`src/rtl/alu_rs_issue_pkg.sv`:
```
// Shared constants for the ALU reservation station: bus widths, NOP op code and tag helpers.
// Build option ALU_RS_AGE_PRIORITY_EN (see alu_rs_issue.sv) does not change anything here.
package alu_rs_issue_pkg;

    localparam int unsigned OPERATION_BUS_W = 4;
    localparam int unsigned ROB_WIDTH       = 4;
    localparam int unsigned DATA_WIDTH      = 32;

    localparam logic [OPERATION_BUS_W-1:0] OP_ZERO = 4'd0;
    localparam logic [OPERATION_BUS_W-1:0] OP_ADD  = 4'd1;
    localparam logic [OPERATION_BUS_W-1:0] OP_SUB  = 4'd2;

    localparam logic [DATA_WIDTH-1:0] ZERO_DATA = '0;
    localparam logic [ROB_WIDTH-1:0]  NO_TAG    = '0;

    // Tag 0 means "value already present", so it never matches a broadcast.
    function automatic logic tag_hit(input logic [ROB_WIDTH-1:0] q,
                                     input logic [ROB_WIDTH-1:0] tag);
        return (q != NO_TAG) && (q == tag);
    endfunction

endpackage

```
`src/rtl/rs_select.sv`:
```
// Combinational priority picker over a request vector: lowest index wins, or, with
// ALU_RS_AGE_PRIORITY_EN defined, the largest age wins with ties going to the lowest index.
module rs_select #(
    parameter int unsigned RS_SIZE = 8,
    parameter int unsigned IDX_W   = $clog2(RS_SIZE)
) (
    input  logic [RS_SIZE-1:0]       i_req,
`ifdef ALU_RS_AGE_PRIORITY_EN
    input  logic [RS_SIZE*IDX_W-1:0] i_age,
`endif
    output logic                     o_found,
    output logic [IDX_W-1:0]         o_idx
);

    logic             w_found;
    logic [IDX_W-1:0] w_idx;
`ifdef ALU_RS_AGE_PRIORITY_EN
    logic [IDX_W-1:0] w_best;
`endif

    always_comb begin
        w_found = 1'b0;
        w_idx   = '0;
`ifdef ALU_RS_AGE_PRIORITY_EN
        w_best  = '0;
        for (int i = 0; i < RS_SIZE; i++) begin
            // Strict '>' keeps the earlier (lower) index on equal age.
            if (i_req[i] && (!w_found || (i_age[i*IDX_W +: IDX_W] > w_best))) begin
                w_found = 1'b1;
                w_idx   = IDX_W'(i);
                w_best  = i_age[i*IDX_W +: IDX_W];
            end
        end
`else
        for (int i = 0; i < RS_SIZE; i++) begin
            if (i_req[i] && !w_found) begin
                w_found = 1'b1;
                w_idx   = IDX_W'(i);
            end
        end
`endif
    end

    assign o_found = w_found;
    assign o_idx   = w_idx;

endmodule

```
`src/rtl/alu_rs_issue.sv`:
```
// ALU reservation station: buffers dispatched ops, snoops both CDBs, issues one ready op per cycle.
// Define ALU_RS_AGE_PRIORITY_EN for oldest-first issue; default is lowest-index-first.
module alu_rs_issue
    import alu_rs_issue_pkg::*;
#(
    parameter int unsigned RS_SIZE = 8,
    parameter int unsigned IDX_W   = $clog2(RS_SIZE)
) (
    input  logic                       clk,
    input  logic                       rst,
    input  logic                       in_valid,
    input  logic [OPERATION_BUS_W-1:0] in_op,
    input  logic [ROB_WIDTH-1:0]       in_rob_tag,
    input  logic [DATA_WIDTH-1:0]      in_pc,
    input  logic [DATA_WIDTH-1:0]      in_imm,
    input  logic [ROB_WIDTH-1:0]       in_qj,
    input  logic [ROB_WIDTH-1:0]       in_qk,
    input  logic [DATA_WIDTH-1:0]      in_vj,
    input  logic [DATA_WIDTH-1:0]      in_vk,
    output logic                       out_full,
    input  logic [ROB_WIDTH-1:0]       cdb_alu_tag,
    input  logic [DATA_WIDTH-1:0]      cdb_alu_data,
    input  logic [ROB_WIDTH-1:0]       cdb_ls_tag,
    input  logic [DATA_WIDTH-1:0]      cdb_ls_data,
    input  logic                       flush,
    output logic [OPERATION_BUS_W-1:0] out_op,
    output logic [ROB_WIDTH-1:0]       out_rob_tag,
    output logic [DATA_WIDTH-1:0]      out_pc,
    output logic [DATA_WIDTH-1:0]      out_a,
    output logic [DATA_WIDTH-1:0]      out_b,
    output logic [DATA_WIDTH-1:0]      out_imm
);

    logic [RS_SIZE-1:0]         r_busy;
    logic [OPERATION_BUS_W-1:0] r_op  [RS_SIZE];
    logic [ROB_WIDTH-1:0]       r_rob [RS_SIZE];
    logic [DATA_WIDTH-1:0]      r_pc  [RS_SIZE];
    logic [DATA_WIDTH-1:0]      r_imm [RS_SIZE];
    logic [ROB_WIDTH-1:0]       r_qj  [RS_SIZE];
    logic [DATA_WIDTH-1:0]      r_vj  [RS_SIZE];
    logic [ROB_WIDTH-1:0]       r_qk  [RS_SIZE];
    logic [DATA_WIDTH-1:0]      r_vk  [RS_SIZE];

    logic [OPERATION_BUS_W-1:0] r_out_op;
    logic [ROB_WIDTH-1:0]       r_out_rob;
    logic [DATA_WIDTH-1:0]      r_out_pc;
    logic [DATA_WIDTH-1:0]      r_out_a;
    logic [DATA_WIDTH-1:0]      r_out_b;
    logic [DATA_WIDTH-1:0]      r_out_imm;

    logic [RS_SIZE-1:0]    w_ready;
    logic                  w_iss_found;
    logic [IDX_W-1:0]      w_iss_idx;
    logic                  w_free_found;
    logic [IDX_W-1:0]      w_free_idx;
    logic                  w_dispatch;
    logic [ROB_WIDTH-1:0]  w_in_qj;
    logic [DATA_WIDTH-1:0] w_in_vj;
    logic [ROB_WIDTH-1:0]  w_in_qk;
    logic [DATA_WIDTH-1:0] w_in_vk;

`ifdef ALU_RS_AGE_PRIORITY_EN
    localparam logic [IDX_W-1:0] AGE_MAX = IDX_W'(RS_SIZE - 1);

    logic [IDX_W-1:0]         r_age [RS_SIZE];
    logic [RS_SIZE*IDX_W-1:0] w_age_flat;

    always_comb begin
        w_age_flat = '0;
        for (int i = 0; i < RS_SIZE; i++) begin
            w_age_flat[i*IDX_W +: IDX_W] = r_age[i];
        end
    end
`endif

    always_comb begin
        w_ready = '0;
        for (int i = 0; i < RS_SIZE; i++) begin
            w_ready[i] = r_busy[i] && (r_qj[i] == NO_TAG) && (r_qk[i] == NO_TAG);
        end
    end

    rs_select #(
        .RS_SIZE (RS_SIZE),
        .IDX_W   (IDX_W)
    ) u_issue_sel (
        .i_req   (w_ready),
`ifdef ALU_RS_AGE_PRIORITY_EN
        .i_age   (w_age_flat),
`endif
        .o_found (w_iss_found),
        .o_idx   (w_iss_idx)
    );

    // Free-slot search: same picker, ages forced equal so the lowest free index wins.
    rs_select #(
        .RS_SIZE (RS_SIZE),
        .IDX_W   (IDX_W)
    ) u_free_sel (
        .i_req   (~r_busy),
`ifdef ALU_RS_AGE_PRIORITY_EN
        .i_age   ('0),
`endif
        .o_found (w_free_found),
        .o_idx   (w_free_idx)
    );

    // Operands already being broadcast this cycle are captured directly at dispatch.
    always_comb begin
        w_in_qj = in_qj;
        w_in_vj = in_vj;
        w_in_qk = in_qk;
        w_in_vk = in_vk;
        if (tag_hit(in_qj, cdb_alu_tag)) begin
            w_in_qj = NO_TAG;
            w_in_vj = cdb_alu_data;
        end else if (tag_hit(in_qj, cdb_ls_tag)) begin
            w_in_qj = NO_TAG;
            w_in_vj = cdb_ls_data;
        end
        if (tag_hit(in_qk, cdb_alu_tag)) begin
            w_in_qk = NO_TAG;
            w_in_vk = cdb_alu_data;
        end else if (tag_hit(in_qk, cdb_ls_tag)) begin
            w_in_qk = NO_TAG;
            w_in_vk = cdb_ls_data;
        end
    end

    assign out_full   = &r_busy;
    assign w_dispatch = in_valid && w_free_found && !flush;

    always_ff @(posedge clk) begin
        if (rst) begin
            r_busy    <= '0;
            r_out_op  <= OP_ZERO;
            r_out_rob <= NO_TAG;
            r_out_pc  <= ZERO_DATA;
            r_out_a   <= ZERO_DATA;
            r_out_b   <= ZERO_DATA;
            r_out_imm <= ZERO_DATA;
        end else begin
            for (int i = 0; i < RS_SIZE; i++) begin
                if (r_busy[i]) begin
                    if (tag_hit(r_qj[i], cdb_alu_tag)) begin
                        r_qj[i] <= NO_TAG;
                        r_vj[i] <= cdb_alu_data;
                    end else if (tag_hit(r_qj[i], cdb_ls_tag)) begin
                        r_qj[i] <= NO_TAG;
                        r_vj[i] <= cdb_ls_data;
                    end
                    if (tag_hit(r_qk[i], cdb_alu_tag)) begin
                        r_qk[i] <= NO_TAG;
                        r_vk[i] <= cdb_alu_data;
                    end else if (tag_hit(r_qk[i], cdb_ls_tag)) begin
                        r_qk[i] <= NO_TAG;
                        r_vk[i] <= cdb_ls_data;
                    end
                end
            end

            if (flush) begin
                r_busy    <= '0;
                r_out_op  <= OP_ZERO;
                r_out_rob <= NO_TAG;
                r_out_pc  <= ZERO_DATA;
                r_out_a   <= ZERO_DATA;
                r_out_b   <= ZERO_DATA;
                r_out_imm <= ZERO_DATA;
            end else begin
                if (w_iss_found) begin
                    r_busy[w_iss_idx] <= 1'b0;
                    r_out_op  <= r_op[w_iss_idx];
                    r_out_rob <= r_rob[w_iss_idx];
                    r_out_pc  <= r_pc[w_iss_idx];
                    r_out_a   <= r_vj[w_iss_idx];
                    r_out_b   <= r_vk[w_iss_idx];
                    r_out_imm <= r_imm[w_iss_idx];
                end else begin
                    r_out_op  <= OP_ZERO;
                    r_out_rob <= NO_TAG;
                    r_out_pc  <= ZERO_DATA;
                    r_out_a   <= ZERO_DATA;
                    r_out_b   <= ZERO_DATA;
                    r_out_imm <= ZERO_DATA;
                end

                // The free slot is never busy, so it cannot collide with the snoop or issue above.
                if (w_dispatch) begin
                    r_busy[w_free_idx] <= 1'b1;
                    r_op[w_free_idx]   <= in_op;
                    r_rob[w_free_idx]  <= in_rob_tag;
                    r_pc[w_free_idx]   <= in_pc;
                    r_imm[w_free_idx]  <= in_imm;
                    r_qj[w_free_idx]   <= w_in_qj;
                    r_vj[w_free_idx]   <= w_in_vj;
                    r_qk[w_free_idx]   <= w_in_qk;
                    r_vk[w_free_idx]   <= w_in_vk;
`ifdef ALU_RS_AGE_PRIORITY_EN
                    for (int i = 0; i < RS_SIZE; i++) begin
                        if ((IDX_W'(i) != w_free_idx) && r_busy[i] && (r_age[i] != AGE_MAX)) begin
                            r_age[i] <= r_age[i] + 1'b1;
                        end
                    end
                    r_age[w_free_idx] <= '0;
`endif
                end
            end
        end
    end

    assign out_op      = r_out_op;
    assign out_rob_tag = r_out_rob;
    assign out_pc      = r_out_pc;
    assign out_a       = r_out_a;
    assign out_b       = r_out_b;
    assign out_imm     = r_out_imm;

endmodule

```
`config.mk`:
```
export PLATFORM = sky130hd
export DESIGN_NAME = alu_rs_issue
export DESIGN_NICKNAME = d
export VERILOG_FILES = /design/src/rtl/alu_rs_issue_pkg.sv /design/src/rtl/rs_select.sv /design/src/rtl/alu_rs_issue.sv
export SDC_FILE = /design/constraint.sdc
export NUM_CORES = 2
export LEC_CHECK = 0
export BUFFER_PORTS_ARGS = -buffer_cell sky130_fd_sc_hd__buf_2
export CAP_MARGIN = 20
export CELL_PAD_IN_SITES_DETAIL_PLACEMENT = 1
export CELL_PAD_IN_SITES_GLOBAL_PLACEMENT = 2
export CORE_ASPECT_RATIO = 0.5
export CORE_MARGIN = 2
export CORE_UTILIZATION = 35
export DETAILED_ROUTE_END_ITERATION = 10
export PLACE_DENSITY_LB_ADDON = 0.05
export SLEW_MARGIN = 20
export SYNTH_ARGS = -nofsm -noshare
export SYNTH_HDL_FRONTEND = slang
export SYNTH_SLANG_ARGS = --single-unit
```
`constraint.sdc`:
```
create_clock -name clk -period 9.55 [get_ports clk]
set_input_delay 2.3875 -clock clk [delete_from_list [all_inputs] [get_ports clk]]
set_output_delay 2.3875 -clock clk [all_outputs]
set_load 0.01 [all_outputs]
```
Word level (Yosys, flattened, before mapping)
Memories as Yosys holds them, arrays and structs flattened. A register that Yosys moved wholly into a read port is not among the register bits.
Index checks and enable logic that the tools add are counted.
W data, S select, Z words.
Word-level totals
  memories kept: 8
  RAM bits: 1152
  input bits: 220
  output and inout port bits: 137
  logic and storage cells: 434
  register bits after elaboration: 8
Memory list
  r_imm: words 8, width 32, rd ports 1, clocked after Yosys merged registers in 1, write ports 1, line alu_rs_issue.sv:38  | logic [DATA_WIDTH-1:0] r_imm [RS_SIZE];
  r_pc: words 8, width 32, rd ports 1, clocked after Yosys merged registers in 1, write ports 1, line alu_rs_issue.sv:37  | logic [DATA_WIDTH-1:0] r_pc [RS_SIZE];
  r_vj: words 8, width 32, rd ports 1, clocked after Yosys merged registers in 1, write ports 9, line alu_rs_issue.sv:40  | logic [DATA_WIDTH-1:0] r_vj [RS_SIZE];
  r_vk: words 8, width 32, rd ports 1, clocked after Yosys merged registers in 1, write ports 9, line alu_rs_issue.sv:42  | logic [DATA_WIDTH-1:0] r_vk [RS_SIZE];
  r_op: words 8, width 4, rd ports 1, clocked after Yosys merged registers in 1, write ports 1, line alu_rs_issue.sv:35  | logic [OPERATION_BUS_W-1:0] r_op [RS_SIZE];
  r_qj: words 8, width 4, rd ports 8, clocked after Yosys merged registers in 0, write ports 9, line alu_rs_issue.sv:39  | logic [ROB_WIDTH-1:0] r_qj [RS_SIZE];
  2 more memories
Cells by class
  multiplexer cells: 226
  bitwise logic cells: 37
  eq/ne operators: 36
  order comparisons: 4
  reduce and logical (&&, ||, !) cells: 122
Operators by type and width (number)
  $mux W32: 20
  $mux W1: 168
  $eq A4 B4 Y1: 36
  $mux W4: 20
  $reduce_bool A4 Y1: 18
  $logic_and A1 B1 Y1: 70
  $logic_not A4 Y1: 16
  $mux W8: 4
  $or A1 B1 Y1: 32
  $mux W3: 8
  $not A8 Y8: 2
  $logic_not A1 Y1: 15
  $and A8 B8 Y8: 1
  $lt A3 B4 Y1 const B: 2
  $mux W2: 4
  $or A8 B8 Y8: 1
  $reduce_and A8 Y1: 1
  $demux W1 S3: 2
  $ge A3 B1 Y1 const B: 2
  $reduce_or A3 Y1: 1
  $reduce_or A2 Y1: 1
  $not A1 Y1: 1

Longest topological paths before layout
An unclocked memory read counts as a cell.
  depth in word-level cells: 37
  depth in mapped cells: 13
  depth with buffers taken out: 10

By module
Synthesis repeated with hierarchy kept, for this count alone.
Unflattened totals
  cells, all modules: 3806
  area total of the unflattened synthesis: 58705.1 um2
By module, submodules not included
  alu_rs_issue: sequential area each 37475.9 um2, area each 58537.4 um2, cells each 3778, instances 1
  rs_select: sequential area each 0.0 um2, area each 83.8 um2, cells each 14, instances 2

Worst setup path after synthesis
No wires, ideal clock.
  kind: input port to flip-flop
  start: in cdb_alu_tag[3]
  end: mem r_qk[7][0] (enable)
  data required time: 8.995 ns
  data arrival time: 7.366 ns
  path buffers: 2
  path slack: 1.629 ns
  stages on the path: 5
  setup time: 0.555 ns
  cell sequence: buf_2 buf_2 xnor2_1 nand4_1 o311ai_0
RTL lines
  start, declared: line alu_rs_issue.sv:21  | input logic [ROB_WIDTH-1:0] cdb_alu_tag,
  end, declared: line alu_rs_issue.sv:41  | logic [ROB_WIDTH-1:0] r_qk [RS_SIZE];

==> metrics.md <==
| Metric | Value |
|---|---|
| CTS resizes | 0 |
| Die Wd | 600 um |
| Area taken by flip-flops and latches | 37500 um^2 |
| DR DRC count | 0 |
| Htree depth | 4 |
| Worst Slack Setup Final | 4200 ps |
| Unique masters post-synth | 52 |
| CP Capture Type | flip-flop |
| Critical Path RT | 10010 ps |
| Seq pwr share | 50.3% |
| Netlist Area Pre-Place | 62100 um^2 |
| Crit path to | r_vj[6][12] |
| All-Layer GR Usage | 22.8% |
| Layout cells sized above 1 | 13.3% |
| Post-synth top area share | 55.7% |
| Slew Limit Headroom | 23.2% |
| Fin. max-slew vios | 0 |
| P&R area growth vs syn | 12.8% |
| Post-synthesis register bit count | 1296 |
| Vias post-DR | 40900 |
| Critical path cell sequence | buf_2 > nor2b_1 > nand2_1 > or2_1 > nor2_1 > nand2_1 > inv_8 > buf_4 > o21ai_0 |
| Initial Util | 35.2% |
| Sequential share of the synthesized area | 60.3% |
| Post-synth EDFFs | 1152 |
| Hold crit path type | reg -> reg |
| Slew @ Worst Pin | 1150 ps |
| Synthesized instance count | 4905 |
| Overflow left after global routing | 0 |
| Power density cells | 176 nW/um^2 |
| CP max FO | 99 |
| Unrepaired setup endpoints after global routing | false |
| Hold slack | 592 ps |
| Syn_area_per_cell | 12.7 um^2 |
| Via/cell ratio | 5.47 |
| Postcts setup bufs | 0 |
| Clock Sinks | 1296 |
| MaxCap Viol Count | 0 |
| R2r startpoint | r_qj[1][0] |
| Final Hold Viols | 0 |
| Critical Path Source | flush |
| Detailed Place HPWL | 112 mm |
| Detailed Routing Iterations Pass 1 | 5 |
| Setup Skew | 48.2 ps |
| Die Height | 302 um |
| Max Buffers Root-to-Sink | 4 |
| Final TNS setup | 0 ps |
| CTS tree | yes |
| Clock slew at reported path FFs | 60 ps |
| Fillers | 18400 |
| Antenna Nets Post-Route | 0 |
| Largest net degree at the start of global routing | 140 |
| Async SR Flop Fraction | 0% |
| First-pass GRT wire length | 302 mm |
| Hold_buf cts | 0 |
| Fmax | 187 MHz |
| Worst slack, placed | 3490 ps |
| # rows | 109 |
| Yosys warning count | 0 |
| Worst r2r dst | out_b[17] |
| Full die area | 181000 um^2 |
| Footprint of the multi-input gates | 22500 um^2 |
| Period minus WS final | 5350 ps |
| Placed Area | 65600 um^2 |
| CP dominant cell by count | nand2_1 |
| Register-to-register setup slack | 4870 ps |
| Arr. time, crit path | 5810 ps |
| Initial antenna violation count | 18 |
| Outcome | completed |
| Root Driver | clkbuf_16 |
| CTS buffer count | 141 |
| Peak supply drop | 0.000127 V |
| Final instance area | 70100 um^2 |
| Post-synth top flop | edfxtp_1 |
| Initial detailed-routing violation count | 2406 |
| Clk pwr share | 45.1% |
| Sw Ratio | 22.2% |
| IO Count | 357 |
| Final setup viols | 0 |
| Internal | 9580 uW |
| Depth of the most critical reg-to-reg path | 10 |
| Synthesized Nets | 5125 |
| Worst path slowest cell | buf_4 |
| Area contributors post-synth | edfxtp_1, mux2i_1, dfxtp_1 |
| Switch Pwr | 2730 uW |
| Net count reported at finish | 5213 |
| Share of total power in combinational logic | 4.6% |
| I/O Buffers | 356 |
| Pleak | 0.0279 uW |
| Clk Latency, worst-skew pair | 800 ps |
| Tcrit/Tclk final | 56.1% |
| Dominant cell type by area after synthesis | edfxtp_1 |
| Crit path kind | in -> reg |
| Drt wl/cell | 28.1 um |
| Vias in the first global route | 43300 |
| RD Place Congestion | 0.774 |
| CORE AREA | 176000 um^2 |
| Biggest cell delay along the critical path | 750 ps |
| Crit path launch type | input pin |
| Total wire length | 210 mm |
-- layout by cell type, fill, tap and decap left out, types with 62 or more instances in the layout --
cell type and n:
edfxtp_1 1152, mux2i_1 1120, nand2_1 542, buf_2 356, o21ai_0 287, o22a_1 272
o21ai_1 232, a21oi_1 217, nor2_1 149, clkbuf_16 147, dfxtp_1 144, xnor2_1 72
xor2_1 62
-- state kept, by name, indices dropped and copies added (netlist names) --
name         count
out_pc          32
out_b           32
r_qj            32
r_pc           256
r_qk            32
r_rob           32
out_a           32
r_op            32
out_rob_tag      4
r_imm          256
r_vk           256
out_op           4
out_imm         32
r_busy           8
r_vj           256
-- power by group through the flow --
stage	logic (uW)	clock network (uW)	registers [uW]
6_report	569	5550	6190
5_1_grt	630	5900	6190
4_1_cts	576	5680	6190
3_5_place_dp	574	0	6320
3_3_place_gp	552	0	6310
2_1_floorplan	352	0	6320
-- synthesized netlist by cell type, types with 2 or more instances --
library cell / n
edfxtp_1: 1152
mux2i_1: 1120
nand2_1: 549
o21ai_0: 287
o22a_1: 272
clkbuf_1: 268
o21ai_1: 232
a21oi_1: 217
nor2_1: 150
dfxtp_1: 144
buf_2: 88
xnor2_1: 72
xor2_1: 62
buf_6: 59
buf_1: 58
nor3_1: 37
nor4_1: 20
nand3_1: 19
nand4_1: 18
inv_1: 10
a311oi_2: 7
a41oi_1: 7
o311ai_0: 6
inv_2: 5
nor2b_1: 5
nor4_4: 5
nand2b_1: 3
nor4_2: 3
a2bb2oi_1: 2
and2_1: 2
and3_1: 2
and4b_1: 2
nand4b_1: 2
nor3b_1: 2
-- logic make-up after synthesis --
family	Yosys count	share of synthesized area, %
mux	1120	18.0
buf+inv	489	3.87
compound gates	1039	10.3
flops	1296	60.3
xor+xnor	134	1.89
simple gates	827	5.63
-- worst min-delay path by stage --
stage,start,endpoint,cells past startpoint
5_1_grt,r_busy[2],r_busy[2],2
6_report,r_busy[2],r_busy[2],2
4_1_cts,r_busy[4],r_busy[4],2
3_5_place_dp,r_busy[4],r_busy[4],2
3_3_place_gp,r_busy[4],r_busy[4],2
2_1_floorplan,r_busy[4],r_busy[4],2
-- layout make-up --
cell class / count / share of cell area, %
flip-flops and latches: 1296 / 53.4
multi-input cells: 3120 / 32.2
clock buffers: 197 / 5.76
well taps: 2386 / 4.26
repair buffers: 419 / 3.48
clock inverters: 49 / 0.716
inverters: 15 / 0.166
diodes: 4 / 0.0143
-- stage by stage --
step / std cells / power [uW] / utilization [%]
after floorplan: 4905 / 6670 / -
after global placement: 7236 / 6870 / 37.2
after detailed placement: 7236 / 6890 / 37.2
after CTS: 7482 / 12500 / 39.7
after global routing: 7484 / 12700 / 39.7
final: 7486 / 12300 / 39.7
-- worst max-delay path: cells and delay by family --
kind	cells	cell delay, ps
and+or+nand+nor	5	1290
buffers and inverters	3	1560
AOI/OAI and AO/OA	1	250
-- metal layers --
layer / vias to the layer above / routed length [um] / track usage (%) / part of all wire [%]
li1: 18500 / - / - / -
met1: 21400 / 99600 / 32.1 / 47
met2: 811 / 97700 / 37.4 / 46
met3: 262 / 7920 / 2.98 / 3.8
met4: 2 / 5000 / 5.79 / 2.4
met5: - / 9 / 0 / 0.0043
(Power assumes the default switching activity.)
